$ cat src/rtl/i2c_slave_regfile.sv
// I2C target at a 7-bit address with an 8-bit register file.
// Writes go through a register pointer. Reads use a repeated START.
// Local logic gets a combinational read port and a one-clock write strobe.
module i2c_slave_regfile #(
  parameter logic [6:0]  DEV_ID  = 7'h1E,
  parameter int unsigned REG_NUM = 16
) (
  input  logic       clk,
  input  logic       rst_n,
  input  logic       scl_i,
  input  logic       sda_i,
  output logic       sda_oe,
  input  logic [7:0] rf_raddr,
  output logic [7:0] rf_rdata,
  output logic       wr_pulse,
  output logic [7:0] wr_addr,
  output logic [7:0] wr_data,
  output logic       busy
);

  localparam int unsigned IdxW = (REG_NUM > 1) ? $clog2(REG_NUM) : 1;

  localparam logic [3:0] StIdle    = 4'd0;
  localparam logic [3:0] StDevAddr = 4'd1;
  localparam logic [3:0] StDevAck  = 4'd2;
  localparam logic [3:0] StRegAddr = 4'd3;
  localparam logic [3:0] StRegAck  = 4'd4;
  localparam logic [3:0] StWrData  = 4'd5;
  localparam logic [3:0] StWrAck   = 4'd6;
  localparam logic [3:0] StRdData  = 4'd7;
  localparam logic [3:0] StRdAck   = 4'd8;
  localparam logic [3:0] StIgnore  = 4'd9;

  logic       scl_s1_q, scl_s2_q, scl_q;
  logic       sda_s1_q, sda_s2_q, sda_q;
  logic       scl_rise, scl_fall, start_det, stop_det;

  logic [3:0] state_q, state_d;
  logic [3:0] cnt_q, cnt_d;
  logic [7:0] shreg_q, shreg_d;
  logic [7:0] ptr_q, ptr_d;
  logic       rw_q, rw_d;
  logic       sda_oe_q, sda_oe_d;
  logic       commit;

  logic [7:0] regs_q [REG_NUM];
  logic [7:0] ptr_inc;
  logic       ptr_in_range, inc_in_range;
  logic [7:0] rd_cur, rd_next;

  // Two-flop synchronizers plus a third stage for edge detection.
  // Reset high so an idle bus is not seen as an edge.
  always_ff @(posedge clk or negedge rst_n) begin
    if (!rst_n) begin
      scl_s1_q <= 1'b1;
      scl_s2_q <= 1'b1;
      scl_q    <= 1'b1;
      sda_s1_q <= 1'b1;
      sda_s2_q <= 1'b1;
      sda_q    <= 1'b1;
    end else begin
      scl_s1_q <= scl_i;
      scl_s2_q <= scl_s1_q;
      scl_q    <= scl_s2_q;
      sda_s1_q <= sda_i;
      sda_s2_q <= sda_s1_q;
      sda_q    <= sda_s2_q;
    end
  end

  assign scl_rise  = scl_s2_q & ~scl_q;
  assign scl_fall  = ~scl_s2_q & scl_q;
  assign start_det = scl_s2_q & scl_q & sda_q & ~sda_s2_q;
  assign stop_det  = scl_s2_q & scl_q & ~sda_q & sda_s2_q;

  assign ptr_inc      = ptr_q + 8'd1;
  assign ptr_in_range = {24'd0, ptr_q} < REG_NUM;
  assign inc_in_range = {24'd0, ptr_inc} < REG_NUM;

  // Byte at the pointer and at the pointer plus one. Out-of-range reads return zero.
  always_comb begin
    rd_cur  = 8'h00;
    rd_next = 8'h00;
    if (ptr_in_range) rd_cur = regs_q[ptr_q[IdxW-1:0]];
    if (inc_in_range) rd_next = regs_q[ptr_inc[IdxW-1:0]];
  end

  // Protocol FSM next state. START and STOP take priority in every state.
  always_comb begin
    state_d  = state_q;
    cnt_d    = cnt_q;
    shreg_d  = shreg_q;
    ptr_d    = ptr_q;
    rw_d     = rw_q;
    sda_oe_d = sda_oe_q;
    commit   = 1'b0;
    if (start_det) begin
      state_d  = StDevAddr;
      cnt_d    = 4'd0;
      sda_oe_d = 1'b0;
    end else if (stop_det) begin
      state_d  = StIdle;
      cnt_d    = 4'd0;
      sda_oe_d = 1'b0;
    end else begin
      case (state_q)
        StDevAddr, StRegAddr, StWrData: begin
          if (scl_rise && cnt_q != 4'd8) begin
            shreg_d = {shreg_q[6:0], sda_s2_q};
            cnt_d   = cnt_q + 4'd1;
          end else if (scl_fall && cnt_q == 4'd8) begin
            cnt_d    = 4'd0;
            sda_oe_d = 1'b1;
            if (state_q == StDevAddr) begin
              if (shreg_q[7:1] == DEV_ID) begin
                rw_d    = shreg_q[0];
                state_d = StDevAck;
              end else begin
                sda_oe_d = 1'b0;
                state_d  = StIgnore;
              end
            end else if (state_q == StRegAddr) begin
              ptr_d   = shreg_q;
              state_d = StRegAck;
            end else begin
              state_d = StWrAck;
            end
          end
        end
        StDevAck: begin
          if (scl_fall) begin
            cnt_d = 4'd0;
            if (rw_q) begin
              shreg_d  = rd_cur;
              sda_oe_d = ~rd_cur[7];
              state_d  = StRdData;
            end else begin
              sda_oe_d = 1'b0;
              state_d  = StRegAddr;
            end
          end
        end
        StRegAck: begin
          if (scl_fall) begin
            sda_oe_d = 1'b0;
            cnt_d    = 4'd0;
            state_d  = StWrData;
          end
        end
        StWrAck: begin
          if (scl_fall) begin
            sda_oe_d = 1'b0;
            commit   = 1'b1;
            ptr_d    = ptr_inc;
            cnt_d    = 4'd0;
            state_d  = StWrData;
          end
        end
        StRdData: begin
          // cnt counts bits the host has sampled. Bit 7 is already driven on entry.
          if (scl_rise && cnt_q != 4'd8) begin
            cnt_d = cnt_q + 4'd1;
          end else if (scl_fall && cnt_q == 4'd8) begin
            sda_oe_d = 1'b0;
            cnt_d    = 4'd0;
            state_d  = StRdAck;
          end else if (scl_fall && cnt_q != 4'd0) begin
            sda_oe_d = ~shreg_q[6];
            shreg_d  = {shreg_q[6:0], 1'b0};
          end
        end
        StRdAck: begin
          // cnt == 1 marks that the host ACKed and wants another byte.
          if (scl_rise) begin
            if (sda_s2_q) begin
              ptr_d   = ptr_inc;
              state_d = StIgnore;
            end else begin
              cnt_d = 4'd1;
            end
          end else if (scl_fall && cnt_q == 4'd1) begin
            ptr_d    = ptr_inc;
            shreg_d  = rd_next;
            sda_oe_d = ~rd_next[7];
            cnt_d    = 4'd0;
            state_d  = StRdData;
          end
        end
        default: ;
      endcase
    end
  end

  // Protocol state registers. The SDA driver clears asynchronously on reset.
  always_ff @(posedge clk or negedge rst_n) begin
    if (!rst_n) begin
      state_q  <= StIdle;
      cnt_q    <= 4'd0;
      shreg_q  <= 8'h00;
      ptr_q    <= 8'h00;
      rw_q     <= 1'b0;
      sda_oe_q <= 1'b0;
    end else begin
      state_q  <= state_d;
      cnt_q    <= cnt_d;
      shreg_q  <= shreg_d;
      ptr_q    <= ptr_d;
      rw_q     <= rw_d;
      sda_oe_q <= sda_oe_d;
    end
  end

  // Register file commit and write strobe. Out-of-range writes are dropped silently.
  always_ff @(posedge clk or negedge rst_n) begin
    if (!rst_n) begin
      for (int i = 0; i < int'(REG_NUM); i++) regs_q[i] <= 8'h00;
      wr_pulse <= 1'b0;
      wr_addr  <= 8'h00;
      wr_data  <= 8'h00;
    end else begin
      wr_pulse <= 1'b0;
      if (commit && ptr_in_range) begin
        regs_q[ptr_q[IdxW-1:0]] <= shreg_q;
        wr_pulse <= 1'b1;
        wr_addr  <= ptr_q;
        wr_data  <= shreg_q;
      end
    end
  end

  // Local read port.
  always_comb begin
    rf_rdata = 8'h00;
    if ({24'd0, rf_raddr} < REG_NUM) rf_rdata = regs_q[rf_raddr[IdxW-1:0]];
  end

  assign sda_oe = sda_oe_q;
  assign busy   = (state_q != StIdle);

endmodule
$ cat config.mk
export PLATFORM = sky130hd
export DESIGN_NAME = i2c_slave_regfile
export DESIGN_NICKNAME = d
export VERILOG_FILES = /design/src/rtl/i2c_slave_regfile.sv
export SDC_FILE = /design/constraint.sdc
export NUM_CORES = 1
export LEC_CHECK = 0
export ABC_CLOCK_PERIOD_IN_PS = 5400
export BUFFER_PORTS_ARGS = -buffer_cell sky130_fd_sc_hd__buf_2
export CAP_MARGIN = 20
export CORE_MARGIN = 2
export CORE_UTILIZATION = 30
export DETAILED_ROUTE_END_ITERATION = 7
export HOLD_SLACK_MARGIN = 0.06
export PLACE_DENSITY = 0.54
export SLEW_MARGIN = 20
export SYNTH_ARGS = -nofsm -noshare
export SYNTH_HDL_FRONTEND = slang
export SYNTH_SLANG_ARGS = --single-unit
export TNS_END_PERCENT = 50
$ cat constraint.sdc
create_clock -name clk -period 5.4 [get_ports clk]
set_input_delay 0.81 -clock clk [delete_from_list [all_inputs] [get_ports clk]]
set_output_delay 0.81 -clock clk [all_outputs]
set_load 0.05 [all_outputs]
# Word level (Yosys, flattened, before mapping)
# Index checks and enable logic that the tools add are counted.
[totals]
reg_bits = 177
in_bits = 12
elab_cells = 201
[classes]
addsub = 2
order_cmp = 7
n_eq_ne = 41
n_mux = 78
n_bitwise = 20
reduce_logical = 22
[op_table]
columns = ["operator", "n"]
rows = [
  ["$mux W8", 26],
  ["$bwmux W128", 1],
  ["$bmux W8 S4", 3],
  ["$mux W4", 21],
  ["$demux W8 S4", 1],
  ["$ne A4 B4 Y1 const B", 8],
  ["$pmux W8 S4", 1],
  ["$ne A2 B2 Y1 const B", 13],
  ["$lt A8 B5 Y1 const B", 3],
  ["$pmux W8 S3", 1],
  ["$ne A5 B5 Y1 const B", 4],
  ["$pmux W4 S5", 1],
  ["$mux W1", 19],
  ["$reduce_and A9 Y1", 2],
  ["$eq A4 B3 Y1 const B", 4],
  ["$ge A5 B5 Y1 const B", 3],
  ["$not A4 Y5", 3],
  ["$pmux W4 S3", 1],
  ["$reduce_bool A4 Y1", 3],
  ["$reduce_and A11 Y1", 1],
  ["$not A1 Y1", 10],
  ["$reduce_and A10 Y1", 1],
  ["$add A8 B1 Y8 const B", 1],
  ["$eq A4 B1 Y1 const B", 2],
  ["other kinds (21)", 37],
]

# Logic depth before layout (Yosys ltp)
[depth]
word_depth = 12
depth_mapped = 14
depth_no_buf = 8

# Least setup slack after synthesis
# No wires, ideal clock.
[synth_path]
path_type = "input-to-output"
from = "input rf_raddr[0]"
to = "output rf_rdata[0]"
arrival_ns = 2.600
required_time_ns = 4.590
slack_ns = 1.990
cell_stages = 5
n_path_buf = 2
path_cell_list = "clkbuf_1 > buf_2 > mux4_2 > mux4_2 > nor2b_1"
[synth_via]
elab_chain_len = 5
word_cells_on_any_way = 6
[synth_lines]
columns = ["element", "line", "text"]
rows = [
  ["from (decl)", "13", "input logic [7:0] rf_raddr,"],
  ["$not A4 Y5 (implied by the code)", "234", "if ({24'd0, rf_raddr} < REG_NUM) rf_rdata = regs_q[rf_raddr[IdxW-1:0]];"],
  ["$bmux W8 S4", "234", ""],
  ["$mux W8 (implied by the code) (2 in series)", "234", ""],
  ["$mux W8 *", "234", ""],
  ["to (decl)", "14", "output logic [7:0] rf_rdata,"],
]
# Mark *: on every way between the ends. The rest lies on a longest branch, timed or not. The select of a mux whose other input is x is not followed.

# Worst setup path in the final report
[layout_path]
from = "input rf_raddr[0]"
to = "output rf_rdata[4]"
# Same word-level chain as after synthesis.

==> Flow_metrics.wiki <==
{| class="wikitable"
! Metric !! Value
|-
| Outcome || finished, final reports clean
|-
| Post-layout minimum cycle time || 3907 ps
|-
| Critical Path Start || rf_raddr[0]
|-
| Number of warning messages in the yosys log || 0
|-
| Fin. Hold Viols || 0
|-
| Row Count || 68
|-
| Setup Crit Path Kind || input port to output pin
|-
| Critical path data arrival time || 3100 ps
|-
| Die height || 191.7 um
|-
| Total Die Area || 36730 sq um
|-
| Type of the most critical hold path || flop to flop
|-
| Worst slew pin tran || 1130 ps
|-
| Flip-flop cell with the highest count after synthesis || sky130_fd_sc_hd__dfrtp_1
|-
| Vias per cell || 5.673
|-
| Number of standard cells in the final layout excluding fillers || 1356
|-
| Inserted Clock Buffers || 17
|-
| Overall Power || 4.972 mW
|-
| Count of flip-flops with a built-in enable after synthesis || 0
|-
| Area growth from synthesis to layout || 9.973%
|-
| Number of remaining DRC errors || 0
|-
| Clock edge transition at the registers on the reported setup and hold paths || 80 ps
|-
| FF-to-FF Start || ptr_q[1]
|-
| Setup TNS || 0 ps
|-
| Boundary Pins || 39
|-
| Critical Path Sink || rf_rdata[4]
|-
| Final wirelength || 30.60 mm
|-
| Total GRT Usage || 17.41%
|-
| RD Place Congestion || 0.8327
|-
| Clock tree buffer depth || 2
|-
| Congestion Overflow GR || 0
|-
| H-tree levels || 4
|-
| Wire length of the first global-routing pass || 47.86 mm
|-
| Buffer count from post-CTS setup fixing || 0
|-
| Cell leakage power || 4.780 nW
|-
| Count of cells resized by post-cts repair || 0
|-
| P_sw || 2.153 mW
|-
| Routed length per instance || 22.56 um
|-
| Placed Cells incl. Taps || 1325
|-
| VDD IR max || 0.2110 mV
|-
| Total buffers and inverters traversed by the critical path || 3
|-
| Final worst-path cycle share || 72.36%
|-
| Fraction of power spent switching nets || 43.30%
|-
| Highest attainable clock frequency || 255.9 MHz
|-
| Number of sinks handled by clock tree synthesis || 177
|-
| Cell count along the critical path || 6
|-
| Clock tree from TritonCTS || done
|-
| Area of the mapped netlist || 10560 sq um
|-
| Portion of total power attributed to sequential cells || 36.9%
|-
| Largest net degree at the start of global routing || 103
|-
| Sequential share of the synthesized area || 42.00%
|-
| Reported max-cap violation count || 0
|-
| Part of the total power dissipated in combinational logic || 38.5%
|-
| Req. time, crit path || 4590 ps
|-
| FFs w/ async S/R, synth || 100.0%
|-
| DR iter-0 viols || 582
|-
| Detailed placement HPWL || 20.51 mm
|-
| Max-slew violations || 0
|-
| Area inside the core boundary || 34630 sq um
|-
| Syn_nets || 919
|-
| Most common library cell in the layout ignoring fill and taps || sky130_fd_sc_hd__dfrtp_1
|-
| Clock Tree Root || sky130_fd_sc_hd__clkbuf_16
|-
| Count of distinct cell types in the synthesized netlist || 74
|-
| Hold-fix buffer count after cts || 0
|-
| FF+latch count, synth || 177
|-
| Clock latency at the later pin of the worst-skew pair || 450 ps
|-
| Total power per unit cell area || 428.0 nW/um^2
|-
| Gate family responsible for the most delay along the worst path || buffers and inverters
|-
| Final Hold Slack || 350.6 ps
|-
| Count of mapped cells out of synthesis || 900
|-
| Highest-count cells in the layout ignoring fill and taps || 169 x sky130_fd_sc_hd__dfrtp_1, 130 x sky130_fd_sc_hd__nand2_1, 106 x sky130_fd_sc_hd__mux4_2
|-
| Share of cells above drive strength 1 || 28.86%
|-
| Worst r2r path cells || 8
|-
| Power Internal || 2.819 mW
|-
| Number of nets in the finished design || 908
|-
| Number of input and output port buffers inserted || 38
|-
| Slew Limit Headroom || 24.14%
|-
| Chip Width || 191.7 um
|-
| Number of global-route vias before repair || 7726
|-
| Average cell area after synthesis || 11.74 sq um
|-
| Register-to-register path setup slack || 1650 ps
|-
| Clk network pwr share || 24.6%
|-
| Number of antenna-violating nets in the routed design || 0
|-
| Critical path cell sequence || buf_2 -> buf_4 -> mux4_2 -> mux4_2 -> nor2b_1 -> buf_2
|-
| DR pass1 iterations || 7
|-
| Vias after detailed routing || 7693
|-
| CP Launch Type || input port
|-
| Largest incremental delay on the critical path || 520 ps
|-
| Max FO, Critical Path || 17
|-
| Number of antenna violations at the first check in global routing || 1
|-
| Starting utilization of the core area || 30.51%
|-
| Crit end category || output pin
|-
| Slowest library cell on the worst path || sky130_fd_sc_hd__mux4_2
|-
| Reg-to-reg endpoint || shreg_q[0]
|-
| RSZ-0062 raised after global routing || no
|-
| Number of failing setup endpoints in the final timing report || 0
|-
| ANT cells || 0
|-
| Post-route clock skew || 20.93 ps
|}
[cell families after synthesis]
logic type,synth area share [%]
AND/OR/NAND/NOR,10.52
buffers and inverters,4.406
multiplexers,29.67
AO/OA/AOI/OAI,12.08
flip-flops,42.00
XOR/XNOR,0.4974
adder cells (fa/ha/maj),0.8291
[area by class of cell]
| type | instances | area [sq um] |
|---|---|---|
| Fill cell | 3448 | 23010 |
| Multi-Input combinational cell | 624 | 5679 |
| Sequential cell | 177 | 4442 |
| Tap cell | 455 | 569.3 |
| Clock buffer | 17 | 425.4 |
| Timing Repair Buffer | 49 | 281.5 |
| Clock inverter | 14 | 145.1 |
| Inverter | 20 | 75.07 |
[cells in the mapped netlist, types with 15 or more instances]
cell                       count  area, sq um
sky130_fd_sc_hd__o21ai_0      87        435.4
sky130_fd_sc_hd__buf_2        32        160.2
sky130_fd_sc_hd__mux4_2      106         2387
sky130_fd_sc_hd__nand3_1      24        120.1
sky130_fd_sc_hd__mux2i_1      15        150.1
sky130_fd_sc_hd__mux2_2       52        585.6
sky130_fd_sc_hd__nand2_1     130        488.0
sky130_fd_sc_hd__clkbuf_1     37        138.9
sky130_fd_sc_hd__nor2b_1      15        93.84
sky130_fd_sc_hd__dfrtp_1     171         4279
sky130_fd_sc_hd__o21ai_1      22        110.1
sky130_fd_sc_hd__inv_1        20        75.07
[worst reg2reg max path, delay by kind of cell, from the launching register on]
kind / cells / cell delay, ps
mux: 1 / 520
compound gates: 4 / 700
flops: 1 / 1020
buf+inv: 2 / 570
fa+ha+maj: 1 / 810
[registers in the layout (all words and copies together) (netlist names)]
| signal | cells |
|---|---|
| scl_q | 1 |
| wr_addr | 8 |
| sda_oe | 1 |
| sda_q | 1 |
| state_q | 4 |
| regs_q | 128 |
| scl_s1_q | 1 |
| ptr_q | 8 |
| wr_pulse | 1 |
| sda_s1_q | 1 |
| rw_q | 1 |
| sda_s2_q | 1 |
| wr_data | 8 |
| cnt_q | 4 |
| shreg_q | 8 |
| scl_s2_q | 1 |
[worst min path at each step]
stage,startpoint,to,cells past startpoint
after floorplan,scl_s1_q,scl_s2_q,0
after global placement,scl_s1_q,scl_s2_q,0
after detailed placement,scl_s1_q,scl_s2_q,0
after CTS,scl_s1_q,scl_s2_q,0
after global routing,scl_s1_q,scl_s2_q,0
final,scl_s1_q,scl_s2_q,0
[routing by layer]
metal	routed length (um)	global-route usage, %
met5	13	0
met4	866	5.740
met3	2055	4.020
met2	14230	27.06
met1	13430	24.00
[power by group through the flow]
stage	Combinational [mW]	Sequential (mW)	Clock (mW)
after CTS	1.91	1.83	1.25
after global routing	2.07	1.87	1.31
final	1.92	1.83	1.22
after detailed placement	1.91	1.85	0
after floorplan	1.59	1.66	0
after global placement	1.90	1.85	0
[per-stage QoR]
| stage | setup slack [ps] | utilization, % | instance area [sq um] |
|---|---|---|---|
| 2_1_floorplan | 1990 | - | 10560 |
| 3_3_place_gp | 1448 | 31.88 | 11040 |
| 3_5_place_dp | 1430 | 31.88 | 11040 |
| 4_1_cts | 1428 | 33.53 | 11610 |
| 5_1_grt | 1323 | 33.55 | 11620 |
| 6_report | 1493 | 33.55 | 11620 |
(Power assumes the default switching activity.)
